**src/rtl/servo_pwm_drv_pkg.sv**
```systemverilog
// servo_pwm_drv_pkg: shared width helper, FSM encodings and defaults for the servo PWM driver
package servo_pwm_drv_pkg;
    localparam int CANT_BITS = 16;
    typedef enum logic [1:0] {S_IDLE = 2'd0, S_RUN = 2'd1, S_DEAD = 2'd2} state_t;
    function automatic int clog2(input int n);
        int r;
        r = 1;
        while ((1 << r) < n) r++;
        return r;
    endfunction
endpackage

```
**src/rtl/servo_pwm_drv_if.sv**
```systemverilog
// servo_pwm_drv_if: controller-side command inputs and bridge-side outputs of the servo PWM driver
interface servo_pwm_drv_if
    import servo_pwm_drv_pkg::*;
#(
    parameter int cant_bits = CANT_BITS
);
    logic                          En;
    logic signed [2*cant_bits-1:0] Yk;
    logic                          Ld_Yk;
    logic                          Pwm;
    logic                          Dir;
    logic                          Samp_Tick;
    logic                          Sat;
    modport master (output En, Yk, Ld_Yk, input Pwm, Dir, Samp_Tick, Sat);
    modport slave (input En, Yk, Ld_Yk, output Pwm, Dir, Samp_Tick, Sat);
endinterface

```
**src/rtl/servo_sat_scale.sv**
```systemverilog
// servo_sat_scale: |Yk| >> SHIFT clamped to PER, with saturation flag
module servo_sat_scale
    import servo_pwm_drv_pkg::*;
#(
    parameter int cant_bits = CANT_BITS,
    parameter int PER = 1000,
    parameter int SHIFT = 6,
    localparam int W = 2*cant_bits,
    localparam int DW = clog2(PER+1)
) (
    input  logic signed [W-1:0] Yk,
    output logic [DW-1:0]       duty,
    output logic                sat
);
    localparam logic [W-1:0] MOST_NEG = {1'b1, {(W-1){1'b0}}};
    localparam logic [W-1:0] MAX_POS = {1'b0, {(W-1){1'b1}}};
    logic [W-1:0] mag;
    logic [W-1:0] d;
    // the most-negative input has no positive twin, so it folds onto the largest positive value
    assign mag = !Yk[W-1] ? $unsigned(Yk) : ($unsigned(Yk) == MOST_NEG) ? MAX_POS : $unsigned(-Yk);
    assign d = mag >> SHIFT;
    assign sat = d > W'(PER);
    assign duty = sat ? DW'(PER) : d[DW-1:0];
endmodule

```
**src/rtl/servo_pwm_drv.sv**
```systemverilog
// servo_pwm_drv: PWM magnitude/direction driver with boundary-aligned updates, reversal dead-time and sample strobe
module servo_pwm_drv
    import servo_pwm_drv_pkg::*;
#(
    parameter int cant_bits = CANT_BITS,
    parameter int PER = 1000,
    parameter int SHIFT = 6,
    parameter int DEAD = 20,
    parameter int DIV_SAMP = 10,
    localparam int CW = clog2(PER),
    localparam int DW = clog2(PER+1),
    localparam int VW = clog2(DIV_SAMP)
) (
    input logic            Clk_G,
    input logic            Rst_G,
    servo_pwm_drv_if.slave bus
);
    logic [CW-1:0] cnt;
    logic [VW-1:0] div;
    logic [DW-1:0] duty_n;
    logic [DW-1:0] duty_sh;
    logic [DW-1:0] duty_act;
    logic          sat_n;
    logic          dir_sh;
    logic          armed;
    logic          pe;
    state_t        state;
    servo_sat_scale #(.cant_bits(cant_bits), .PER(PER), .SHIFT(SHIFT)) u_scale (
        .Yk(bus.Yk),
        .duty(duty_n),
        .sat(sat_n)
    );
    assign pe = cnt == CW'(PER-1);
    always_ff @(posedge Clk_G or negedge Rst_G)
        if (!Rst_G) begin
            cnt <= '0;
            div <= '0;
            bus.Samp_Tick <= 1'b0;
        end else begin
            cnt <= pe ? '0 : cnt + CW'(1);
            bus.Samp_Tick <= pe && div == VW'(DIV_SAMP-1);
            if (pe) div <= (div == VW'(DIV_SAMP-1)) ? '0 : div + VW'(1);
        end
    always_ff @(posedge Clk_G or negedge Rst_G)
        if (!Rst_G) begin
            duty_sh <= '0;
            dir_sh <= 1'b0;
            bus.Sat <= 1'b0;
        end else if (bus.Ld_Yk) begin
            duty_sh <= duty_n;
            dir_sh <= bus.Yk[2*cant_bits-1];
            bus.Sat <= sat_n;
        end
    // armed remembers a sample taken while enabled; dropping En forgets it
    always_ff @(posedge Clk_G or negedge Rst_G)
        if (!Rst_G) begin
            state <= S_IDLE;
            duty_act <= '0;
            armed <= 1'b0;
            bus.Pwm <= 1'b0;
            bus.Dir <= 1'b0;
        end else begin
            if (pe) duty_act <= duty_sh;
            armed <= bus.En && (armed || bus.Ld_Yk);
            if (!bus.En) begin
                state <= S_IDLE;
                bus.Pwm <= 1'b0;
            end else begin
                case (state)
                    S_IDLE: begin
                        bus.Pwm <= 1'b0;
                        if (pe && armed) begin
                            state <= S_RUN;
                            bus.Dir <= dir_sh;
                        end
                    end
                    S_RUN: begin
                        bus.Pwm <= DW'(cnt) < duty_act;
                        if (pe) begin
                            bus.Dir <= dir_sh;
                            if (dir_sh != bus.Dir && duty_sh != '0) state <= S_DEAD;
                        end
                    end
                    S_DEAD: begin
                        bus.Pwm <= 1'b0;
                        if (cnt == CW'(DEAD-1)) state <= S_RUN;
                    end
                    default: state <= S_IDLE;
                endcase
            end
        end
endmodule
```
**src/flat_wrapper.sv**
```systemverilog
// flat-port wrapper written by rule: the top's interface ports become plain ports
module servo_pwm_drv_flat import servo_pwm_drv_pkg::*;
#(
    parameter int cant_bits = CANT_BITS,
    parameter int PER = 1000,
    parameter int SHIFT = 6,
    parameter int DEAD = 20,
    parameter int DIV_SAMP = 10,
    localparam int CW = clog2(PER),
    localparam int DW = clog2(PER+1),
    localparam int VW = clog2(DIV_SAMP)
)
  (Clk_G, Rst_G, bus_En, bus_Yk, bus_Ld_Yk, bus_Pwm, bus_Dir, bus_Samp_Tick, bus_Sat);
  servo_pwm_drv_if #(.cant_bits(cant_bits)) bus_i ();
  input logic Clk_G;
  input logic Rst_G;
  input wire logic [$bits(bus_i.En)-1:0] bus_En;
  input wire logic [$bits(bus_i.Yk)-1:0] bus_Yk;
  input wire logic [$bits(bus_i.Ld_Yk)-1:0] bus_Ld_Yk;
  output wire logic [$bits(bus_i.Pwm)-1:0] bus_Pwm;
  output wire logic [$bits(bus_i.Dir)-1:0] bus_Dir;
  output wire logic [$bits(bus_i.Samp_Tick)-1:0] bus_Samp_Tick;
  output wire logic [$bits(bus_i.Sat)-1:0] bus_Sat;
  assign bus_i.En = bus_En;
  assign bus_i.Yk = bus_Yk;
  assign bus_i.Ld_Yk = bus_Ld_Yk;
  assign bus_Pwm = bus_i.Pwm;
  assign bus_Dir = bus_i.Dir;
  assign bus_Samp_Tick = bus_i.Samp_Tick;
  assign bus_Sat = bus_i.Sat;
  servo_pwm_drv #(.cant_bits(cant_bits), .PER(PER), .SHIFT(SHIFT), .DEAD(DEAD), .DIV_SAMP(DIV_SAMP)) u_core (.Clk_G(Clk_G), .Rst_G(Rst_G), .bus(bus_i));
endmodule
```
**config.mk**
```make
export PLATFORM = sky130hd
export DESIGN_NAME = servo_pwm_drv_flat
export DESIGN_NICKNAME = d
export VERILOG_FILES = /design/src/rtl/servo_pwm_drv_pkg.sv /design/src/rtl/servo_pwm_drv_if.sv /design/src/rtl/servo_sat_scale.sv /design/src/rtl/servo_pwm_drv.sv /design/src/flat_wrapper.sv
export SDC_FILE = /design/constraint.sdc
export NUM_CORES = 1
export LEC_CHECK = 0
export CELL_PAD_IN_SITES_DETAIL_PLACEMENT = 1
export CELL_PAD_IN_SITES_GLOBAL_PLACEMENT = 1
export CORE_ASPECT_RATIO = 0.5
export CORE_MARGIN = 3
export CORE_UTILIZATION = 39
export CTS_BUF_LIST = sky130_fd_sc_hd__clkbuf_4 sky130_fd_sc_hd__clkbuf_8
export DETAILED_ROUTE_END_ITERATION = 16
export PLACE_DENSITY = 0.79
export SKIP_CTS_REPAIR_TIMING = 1
export SLEW_MARGIN = 5
export SYNTH_ARGS = -nofsm -noshare
export SYNTH_HDL_FRONTEND = slang
export SYNTH_SLANG_ARGS = --single-unit
```
**constraint.sdc**
```tcl
create_clock -name Clk_G -period 2.2 [get_ports Clk_G]
set_clock_uncertainty 0.2 [all_clocks]
set_input_delay 0.22 -clock Clk_G [delete_from_list [all_inputs] [get_ports Clk_G]]
set_output_delay 0.22 -clock Clk_G [all_outputs]
set_load 0.05 [all_outputs]
```
Yosys cells after proc, flatten, opt, wreduce, memory -nomap -nowiden
Cells that the tools add are included.
Storage, ports and cells
  word-level logic and storage cells: 57
  output and inout port bits: 4
  input bits: 36
  register bits: 42
Operators by class
  reductions and logical operators: 11
  eq/ne operators: 14
  muxes and demuxes: 16
  order comparisons: 2
  add/subtract/negate cells: 3
Operators with widths (number)
  $mux 32: 2
  $eq 32x32->1 const B: 1
  $neg 32->32: 1
  $gt 26x10->1 const B: 1
  $mux 10: 2
  $ne 3x2->1 const B: 5
  $add 10x1->10 const B: 1
  $eq 10x10->1 const B: 1
  $eq 10x5->1 const B: 1
  $lt 10x10->1: 1
  $mux 2: 5
  $reduce_bool 10->1: 1
  $reduce_and 4->1: 2
  $pmux 2 s3: 1
  $add 4x1->4 const B: 1
  $eq 4x4->1 const B: 1
  $logic_and 1x1->1: 4
  $mux 4: 1
  $ne 2x1->1 const B: 2
  $pmux 1 s2: 2
  $mux 1: 3
  $eq 2x1->1 const B: 1
  $eq 2x2->1 const B: 1
  $logic_not 2->1: 1
  4 further kinds: 4

Logic depth before layout (Yosys ltp)
Gate-level depths: netlist of run 1.
  depth in word-level cells: 6
  gate-level depth with buffers: 8
  depth with buffers taken out: 8

Modules after synthesis
From an unflattened synthesis of run 1, not the netlist that was laid out.
Unflattened totals
  cell total of the unflattened synthesis: 335
  area, all modules: 3006.6 um^2
By module, submodules not included
  servo_pwm_drv: cells each 178, area each 1980.6 um^2, instances 1, sequential area each 1051.0 um^2
  servo_sat_scale: cells each 157, area each 1026.0 um^2, instances 1, sequential area each 0.0 um^2

Worst setup path before layout of run 1
Ideal clock, no wire load.
  path kind: input-to-reg
  from: input bus_Yk[6]
  to: register u_core.duty_sh[3]
  setup slack: -0.458 ns
  required time: 1.879 ns
  arrival: 2.337 ns
  cell stages on the path: 8
  setup time: 0.121 ns
  buffers on the path: 1
  path through: buf_6 -> nor4_4 -> nand2_4 -> or4_4 -> mux2_4 -> nor4_4 -> nand4_2 -> o22a_1
Between the ends
  cells in the longest elaborated chain, start to end: 5
  elaborated cells on any way between the ends: 6
  those cells by class: add/sub (1); order compare (1); eq/ne (1); mux (3)
Ends and longest elaborated chain
  start, declared: line flat_wrapper.sv:18  | input wire logic [$bits(bus_i.Yk)-1:0] bus_Yk;
  $neg 32->32 or $eq 32x32->1 (tied branches): line servo_sat_scale.sv:20  | assign mag = !Yk[W-1] ? $unsigned(Yk) : ($unsigned(Yk) == MOST_NEG) ? MAX_POS : $unsigned(-Yk);
  $mux 32: line servo_sat_scale.sv:20
  $mux 32 *: line servo_sat_scale.sv:20
  $gt 26x10->1: line servo_sat_scale.sv:22  | assign sat = d > W'(PER);
  $mux 10 *: line servo_sat_scale.sv:23  | assign duty = sat ? DW'(PER) : d[DW-1:0];
  end signal, assigned: line servo_pwm_drv.sv:50  | duty_sh <= duty_n;
  end, declared: line servo_pwm_drv.sv:21  | logic [DW-1:0] duty_sh;
Every way passes the cells marked *; elsewhere a longest branch is shown, timed or not.
A chain may end at the register's enable or synchronous reset.

Worst setup path in the final report of run 1
  from: input bus_Yk[31]
  to: register u_core.duty_sh[3]
The elaborated chain is that of the path after synthesis.

==> flow_summary.yaml, run 1 <==
sta:
  layout_min_cycle_time_ns: 2.432
  drv_slew: 0
  setup_slack_ns: -0.2322
  tns_ns: -1.777
  fmax_mhz: 411.1
  timing.hold.ws_ns: 0.1407
  worst_pin_slew_ns: 0.5539
  post-route-period-util: 1.106
  rsz0062_at_grt: "true"
  hold_violations: 0
  slew_headroom: 0.6283
  setup_viol: 12
grt:
  antenna_found_initial: 0
  grt_max_degree: 18
  grt_pass1_wl_microns: 15470
  grtUsageTotal: 0.2294
  overflow: 0
  grt_pass1_vias: 3252
cells_and_area:
  drive_above_1_share: 0.3495
  multi_input_comb_area_sq_um: 2004
  area_growth_pct: 54.79
  final_nets: 500
  seq_area_sq_um: 1051
  fin_util: 0.6441
  fill_cells: 794
  antenna_cells: 0
routing:
  vias: 3218
  antenna_left: 0
  drtIter0Drc: 135
  firstDrtPassIters: 4
  wire_per_inst_microns: 19.83
  routed_via_density: 5.883
  drc: 0
  drt-total-wl_microns: 10850
critical_path:
  ff2ff_setup_slack_ns: 0
  worstPathArrival_ns: 2.42
  critPathCaptureType: "register"
  r2r.worst_path.cells: 8
  r2r-end: "u_core.bus.Pwm"
  path_max_fanout: 12
  cp-endpoint: "u_core.duty_sh[3]"
  crit_start: "bus_Yk[31]"
  required_ns: 2.19
  setup.worst_path.class: "primary input to register"
  critPathLaunchType: "primary input"
  reg2reg_from: "u_core.cnt[1]"
place:
  dpl_worst_slack_ns: -0.9781
  dp_hpwl_microns: 7343
  port_buffers: 39
  gp_congestion: 0.9329
synthesis:
  synth_area_sq_um: 2887
  async_reset_ff_frac: 1.000
  synthTopCellsByArea: "dfrtp_1 (36%), ha_1 (4.3%), nor2_1 (3.9%)"
  synth_ff_type: "dfrtp_1"
  postSynthAreaPerCell_sq_um: 8.827
  synth_top_area_frac: 0.3641
  seq_area_frac_synth: 0.3641
  synth_cell_type_count: 56
  synthCells: 327
  yosys.area.top_type: "dfrtp_1"
  synth-seq-cells: 42
  synth_warnings: 0
  synth_edf_count: 0
  syn-num-nets: 373
run_status:
  violations: "negative setup slack"
  status: "complete, but fails checks"
pwr:
  pwr-share-comb: 0.216
  intPower_mw: 1.211
  power.density_nw_per_um2: 372.8
  switching_power_mw: 0.4545
  clockPowerShare: 0.317
  p_leak_nw: 2.031
  seqPwrFrac: 0.467
  switching_share: 0.2729
  power_mw: 1.666
  ir_drop_mv: 0.2065
die:
  row_count: 21
  die_x_microns: 127.7
  start_util: 0.4161
  core_area_sq_um: 6937
  dieArea_sq_um: 8532
  fp.dieH_microns: 66.84
  ioPinCount: 40
cts:
  htreeDepth: 2
  insertion_delay_ns: 0.30
  cts.reportedPaths.clkPinSlew_ns: 0.08
  clockBufferDepth: 2
  cts_tree: "built"
  clock_sinks: 42
  cts-root-buf: "clkbuf_8"
  numCtsBuffers: 5
run:
  drv_cap: 0
worst_hold_path:
  hold_path_class: "primary input to async pin"
-- metal layers --
metal / routed length, microns / GRT usage
met1: 4596 / 0.2723
met2: 5581 / 0.4267
met3: 394 / 0.02962
met4: 274 / 0.09127
met5: 0 / 0
-- metrics by stage --
stage	cell area (sq um)	cells
6_report	4468	547
5_1_grt	4468	547
4_1_cts	3986	527
3_5_place_dp	3891	519
3_3_place_gp	3891	519
2_1_floorplan	2898	327
-- area by class of cell --
| cell class | count | area share |
|---|---|---|
| Timing Repair Buffer | 131 | 0.2540 |
| Multi-Input combinational cell | 256 | 0.4486 |
| Clock buffer | 7 | 0.02016 |
| Clock inverter | 1 | 0.001120 |
| Inverter | 18 | 0.01512 |
| Sequential cell | 42 | 0.2352 |
| Tap cell | 92 | 0.02576 |
-- state kept, by name (all words and copies together), names as in the netlist --
| signal | cells |
|---|---|
| u_core.state | 2 |
| u_core.bus.Pwm | 1 |
| u_core.dir_sh | 1 |
| u_core.div | 4 |
| u_core.duty_act | 10 |
| u_core.cnt | 10 |
| u_core.bus.Sat | 1 |
| u_core.armed | 1 |
| u_core.bus.Dir | 1 |
| u_core.duty_sh | 10 |
| u_core.bus.Samp_Tick | 1 |
-- cell usage after synthesis, drive strengths merged, types with 4 or more instances --
| master | count |
|---|---|
| dfrtp | 42 |
| nand2 | 30 |
| nor2 | 30 |
| o21ai | 21 |
| inv | 18 |
| nor4 | 14 |
| xor2 | 12 |
| a21oi | 11 |
| nand4 | 11 |
| ha | 10 |
| nor3 | 10 |
| clkbuf | 9 |
| nand3 | 8 |
| o22ai | 8 |
| a31oi | 7 |
| or4 | 6 |
| xnor2 | 6 |
| mux2 | 5 |
| o21a | 5 |
| a21o | 4 |
| nor2b | 4 |
| nor3b | 4 |
| nor4b | 4 |
| o31ai | 4 |
| or3 | 4 |
-- worst min-delay path by stage --
stage,cells after the start,startpoint,slack (ns),end
floorplan,0,Rst_G,-0.28,u_core.armed
detailed placement,1,Rst_G,-0.08,u_core.duty_act[9]
global placement,1,Rst_G,-0.09,u_core.duty_act[9]
finish,2,Rst_G,0.14,u_core.duty_act[6]
CTS,1,Rst_G,-0.41,u_core.duty_act[7]
global route,2,Rst_G,0.17,u_core.duty_act[6]
-- cell usage in the layout, fill, tap and decap left out, drive strengths merged, types with 3 or more instances in the layout --
master | Yosys | final
and2 | 3 | 3
a31oi | 7 | 7
a21o | 4 | 4
xnor2 | 6 | 6
or4 | 6 | 6
buf | 2 | 94
ha | 10 | 10
o21a | 5 | 5
mux2 | 5 | 5
o31ai | 4 | 4
and3 | 3 | 3
nor2 | 30 | 30
nor4b | 4 | 4
a21oi | 11 | 11
nand4 | 11 | 11
clkdlybuf4s50 | 0 | 9
nor2b | 4 | 4
or3 | 4 | 4
nand3 | 8 | 8
nor3b | 4 | 4
o21ai | 21 | 21
dlymetal6s2s | 0 | 23
a211oi | 3 | 3
clkbuf | 9 | 11
xor2 | 12 | 12
nor3 | 10 | 10
nand2 | 30 | 30
dfrtp | 42 | 42
inv | 18 | 18
o22ai | 8 | 8
nand2b | 3 | 3
nor4 | 14 | 14
-- critical path, stage by stage --
cell and delay, ns:
clkdlybuf4s50_1 0.52, buf_4 0.23, buf_4 0.18, a31oi_1 0.06, nor3b_2 0.22, o311ai_1 0.13
buf_4 0.16, nor4_4 0.30, nand4_4 0.17, o22a_1 0.22
-- power by group through the flow --
| stage | registers [mW] | logic [mW] | clock network (mW) |
|---|---|---|---|
| after CTS | 0.777 | 0.312 | 0.539 |
| after detailed placement | 0.793 | 0.311 | 0 |
| after floorplan | 0.792 | 0.101 | 0 |
| after global routing | 0.778 | 0.383 | 0.579 |
| final | 0.778 | 0.360 | 0.528 |
| after global placement | 0.792 | 0.298 | 0 |
-- cell families (layout without fill, tap and decap cells) --
logic type	after synthesis	after routing	synth area share
buffers and inverters	29	157	0.04291
multiplexers	6	6	0.02427
XOR/XNOR	18	18	0.05462
AO/OA/AOI/OAI	83	83	0.1903
AND/OR/NAND/NOR	139	139	0.2804
adder cells (fa/ha/maj)	10	10	0.04335
flip-flops	42	42	0.3641
Note: power is estimated with default switching activity, not from simulation.
==> run 2, diff against run 1 <==
- GPL_ROUTABILITY_DRIVEN: not set -> 0
==> flow_summary.yaml, run 2 (same netlist as run 1, synthesis figures left out) <==
grt:
  grt_pass1_vias: 3168
  grt_max_degree: 23
  grtUsageTotal: 0.2248
  grt_pass1_wl_microns: 15300
  antenna_found_initial: 0
  overflow: 0
die:
  fp.dieH_microns: 66.84
  ioPinCount: 40
  core_area_sq_um: 6937
  start_util: 0.4161
  die_x_microns: 127.7
  dieArea_sq_um: 8532
  row_count: 21
routing:
  vias: 3269
  drc: 0
  wire_per_inst_microns: 22.70
  drt-total-wl_microns: 12190
  routed_via_density: 6.088
  antenna_left: 0
  firstDrtPassIters: 4
  drtIter0Drc: 242
sta:
  timing.hold.ws_ns: 0.2003
  hold_violations: 0
  tns_ns: -3.102
  drv_slew: 0
  setup_viol: 16
  slew_headroom: 0.5786
  worst_pin_slew_ns: 0.6234
  rsz0062_at_grt: "true"
  fmax_mhz: 401.5
  post-route-period-util: 1.132
  setup_slack_ns: -0.2908
  layout_min_cycle_time_ns: 2.491
critical_path:
  critPathMaxStageDelay_ns: 0.59
  worstPathArrival_ns: 2.48
  cp_top_family: "simple AND/OR/NAND/NOR gates"
  critPathLaunchType: "primary input"
  setup.worst_path.class: "primary input to register"
  crit_buf_inv: 1
  cpMaxStageDelayCell: "or4_4"
  required_ns: 2.19
  crit_chain: "buf_6 -> nor4_4 -> nand3_2 -> or4_4 -> mux2_4 -> and4bb_2 -> and4_4 -> a21oi_1"
  critPathCaptureType: "register"
  ff2ff_setup_slack_ns: -0.10
  path_max_fanout: 5
cts:
  clockBufferDepth: 2
  cts.reportedPaths.clkPinSlew_ns: 0.09
  clock_sinks: 42
  cts-root-buf: "clkbuf_8"
  numCtsBuffers: 5
  cts_tree: "built"
  insertion_delay_ns: 0.31
  htreeDepth: 2
cells_and_area:
  reg_top3: "u_core.cnt: 10 flops, u_core.duty_act: 10 flops, u_core.duty_sh: 10 flops"
  drive_above_1_share: 0.3303
  antenna_cells: 0
  area_growth_pct: 53.84
  finalInstanceArea_sq_um: 4441
  fill_cells: 788
  final_common_cell: "buf_4"
  fin_cells: 537
  layout_common_cells: "buf_4 (78), dfrtp_1 (42), nand2_1 (28)"
  final_nets: 490
pwr:
  ir_drop_mv: 0.2338
  p_leak_nw: 1.997
  switching_share: 0.2752
  switching_power_mw: 0.4925
  pwr-share-comb: 0.208
  intPower_mw: 1.297
  seqPwrFrac: 0.435
  clockPowerShare: 0.357
  power.density_nw_per_um2: 403.1
place:
  dp_hpwl_microns: 7175
  place_inst: 512
  dpl-instance-area_sq_um: 3851
  port_buffers: 39
run_status:
  violations: "negative setup slack"
  status: "complete, but fails checks"
run:
  drv_cap: 0
worst_hold_path:
  hold_path_class: "primary input to async pin"
==> run 2: cell types whose count changed in the layout (fill, tap and decap cells not counted), sizes merged <==
cell,before,now
bufinv,0,1
buf,94,84
clkinvlp,0,1
clkbuf,11,9
dlymetal6s2s,23,24
clkinv,1,0
==> run 2: layout make-up <==
cell class	instances	area, sq um	share of cell area
Clock buffer	6	76.32	0.01719
Sequential cell	42	1051	0.2367
Timing Repair Buffer	121	1071	0.2412
Tap cell	92	115.1	0.02592
Inverter	18	67.56	0.01522
Clock inverter	2	37.54	0.008453
Multi-Input combinational cell	256	2022	0.4553
==> run 2: final timing paths <==
path	endpoint	cells past startpoint	startpoint
max	u_core.duty_sh[7]	8	bus_Yk[22]
min	u_core.armed	2	Rst_G
min in group Clk_G	u_core.duty_sh[9]	4	bus_Yk[15]
max reg2reg	u_core.state[0]	8	u_core.cnt[0]
max in group asynchronous	u_core.duty_sh[1]	3	Rst_G
min reg2reg	u_core.div[2]	1	u_core.div[2]
==> run 2: per-layer routing <==
layer  track usage  vias up  routed length (microns)
met4       0.08333        0                      514
li1              -     1458                        -
met3       0.03042       45                      600
met2        0.4162      129                     6164
met1        0.2699     1637                     4909
met5             0        -                        0
==> run 2: power by group through the flow <==
stage | registers (mW) | clock network [mW] | logic (mW)
2_1_floorplan | 0.792 | 0 | 0.101
3_5_place_dp | 0.793 | 0 | 0.305
3_3_place_gp | 0.792 | 0 | 0.290
5_1_grt | 0.779 | 0.683 | 0.396
4_1_cts | 0.777 | 0.635 | 0.306
6_report | 0.779 | 0.638 | 0.373
==> run 2: metrics by stage <==
step	power [mW]	utilization	setup slack (ns)
4_1_cts	1.718	0.5716	-0.6988
6_report	1.790	0.6402	-0.2908
3_3_place_gp	1.083	0.5552	-0.7963
5_1_grt	1.858	0.6402	-0.4571
2_1_floorplan	0.8931	-	-0.3603
3_5_place_dp	1.098	0.5552	-0.9986
==> run 3, diff against run 2 <==
- CORE_MARGIN: 3 -> not set
- CORE_UTILIZATION: 39 -> 45
- DONT_BUFFER_PORTS: not set -> 1
- PLACE_DENSITY: 0.79 -> 0.78
==> flow_summary.yaml, run 3 (same netlist as run 1, synthesis figures left out) <==
run_status:
  status: "complete, but fails checks"
  violations: "negative hold slack, negative setup slack"
sta:
  hold_violations: 2
  timing.hold.ws_ns: -0.03436
  fmax_mhz: 438.8
  setup_viol: 6
  post-route-period-util: 1.036
  setup_slack_ns: -0.07873
  slew_headroom: 0.6690
  worst_pin_slew_ns: 0.4888
  layout_min_cycle_time_ns: 2.279
  rsz0062_at_grt: "true"
  drv_slew: 0
critical_path:
  path_max_fanout: 6
  ff2ff_setup_slack_ns: 0.07
  critPathCaptureType: "register"
  required_ns: 2.20
  critPathLaunchType: "primary input"
  worstPathArrival_ns: 2.28
  setup.worst_path.class: "primary input to register"
cells_and_area:
  final_nets: 416
  reg_top3: "u_core.cnt: 10 flops, u_core.duty_act: 10 flops, u_core.duty_sh: 10 flops"
  fin_util: 0.5898
  antenna_cells: 0
  final_common_cell: "dfrtp_1"
  layout_common_cells: "dfrtp_1 (42), buf_4 (32), nor2_1 (30)"
  finalInstanceArea_sq_um: 3616
  drive_above_1_share: 0.2129
  area_growth_pct: 25.27
cts:
  cts-root-buf: "clkbuf_8"
  clock_sinks: 42
  cts.reportedPaths.clkPinSlew_ns: 0.09
  numCtsBuffers: 5
  clockBufferDepth: 2
  insertion_delay_ns: 0.31
  htreeDepth: 2
  cts_tree: "built"
pwr:
  ir_drop_mv: 0.2196
  p_leak_nw: 1.411
  power.density_nw_per_um2: 438.9
grt:
  grt_pass1_wl_microns: 12610
  overflow: 0
  grt_pass1_vias: 2712
  antenna_found_initial: 0
  grt_max_degree: 43
  grtUsageTotal: 0.2399
die:
  row_count: 20
  start_util: 0.4708
  core_area_sq_um: 6131
  ioPinCount: 40
  fp.dieH_microns: 58.64
  dieArea_sq_um: 6759
  die_x_microns: 115.3
routing:
  routed_via_density: 6.100
  drc: 0
  drtIter0Drc: 132
  drt-total-wl_microns: 8543
  antenna_left: 0
  wire_per_inst_microns: 18.61
  vias: 2800
  firstDrtPassIters: 4
worst_hold_path:
  hold_path_class: "primary input to register"
place:
  dpl-instance-area_sq_um: 3183
  dp_hpwl_microns: 5817
  port_buffers: 0
run:
  drv_cap: 0
-- run 3: cell count changes in the layout (fill, tap and decap cells not counted), moves of 9 or more --
| cell | change |
|---|---|
| dlygate4sd3_1 | +10 |
| buf_4 | -46 |
| dlymetal6s2s_1 | -24 |
| clkdlybuf4s50_1 | -9 |
-- run 3: through the flow --
step / setup TNS (ns) / power, mW / cells / worst slack (ns)
3_5_place_dp: -4.030 / 0.9122 / 432 / -0.4173
5_1_grt: -0.8705 / 1.640 / 459 / -0.1180
2_1_floorplan: -3.362 / 0.8931 / 327 / -0.3603
6_report: -0.1691 / 1.587 / 459 / -0.07873
4_1_cts: -0.5475 / 1.534 / 440 / -0.09422
3_3_place_gp: -3.170 / 0.9070 / 432 / -0.3213
-- run 3: per-layer routing --
metal	up-vias	routed length (microns)	GRT usage
li1	1320	-	-
met5	-	0	0
met2	70	4410	0.4294
met4	0	206	0.09833
met1	1388	3595	0.2917
met3	22	331	0.04325
-- run 3: final timing paths --
check | startpoint | to | cells after the start
min in group asynchronous | Rst_G | u_core.cnt[6] | 2
hold reg to reg | u_core.duty_sh[6] | u_core.duty_act[6] | 2
setup reg to reg | u_core.cnt[1] | u_core.duty_act[0] | 6
hold / removal | bus_Yk[13] | u_core.duty_sh[7] | 2
setup / recovery | bus_Yk[5] | u_core.duty_sh[3] | 7
max in group asynchronous | Rst_G | u_core.div[3] | 2
-- run 3: power breakdown --
| part | internal, mW | switching, mW |
|---|---|---|
| sequential | 0.774 | 0.00333 |
| clock | 0.351 | 0.282 |
| combinational | 0.0827 | 0.0940 |
| total | 1.21 | 0.379 |
-- run 3: worst max-delay path, cell delays in order --
cell	delay, ns
nor4_4	0.34
nand2_4	0.09
or4_4	0.56
mux2_4	0.34
nor4_4	0.32
nand4_4	0.19
o22a_1	0.21
-- run 3: final cells by class --
cell class,instances,area (sq um)
multi-input combinational,256,1839
timing repair buffer,47,434.2
clock buffer,6,76.32
tap,88,110.1
sequential,42,1051
clock inverter,2,37.54
inverter,18,67.56
fill,707,2515
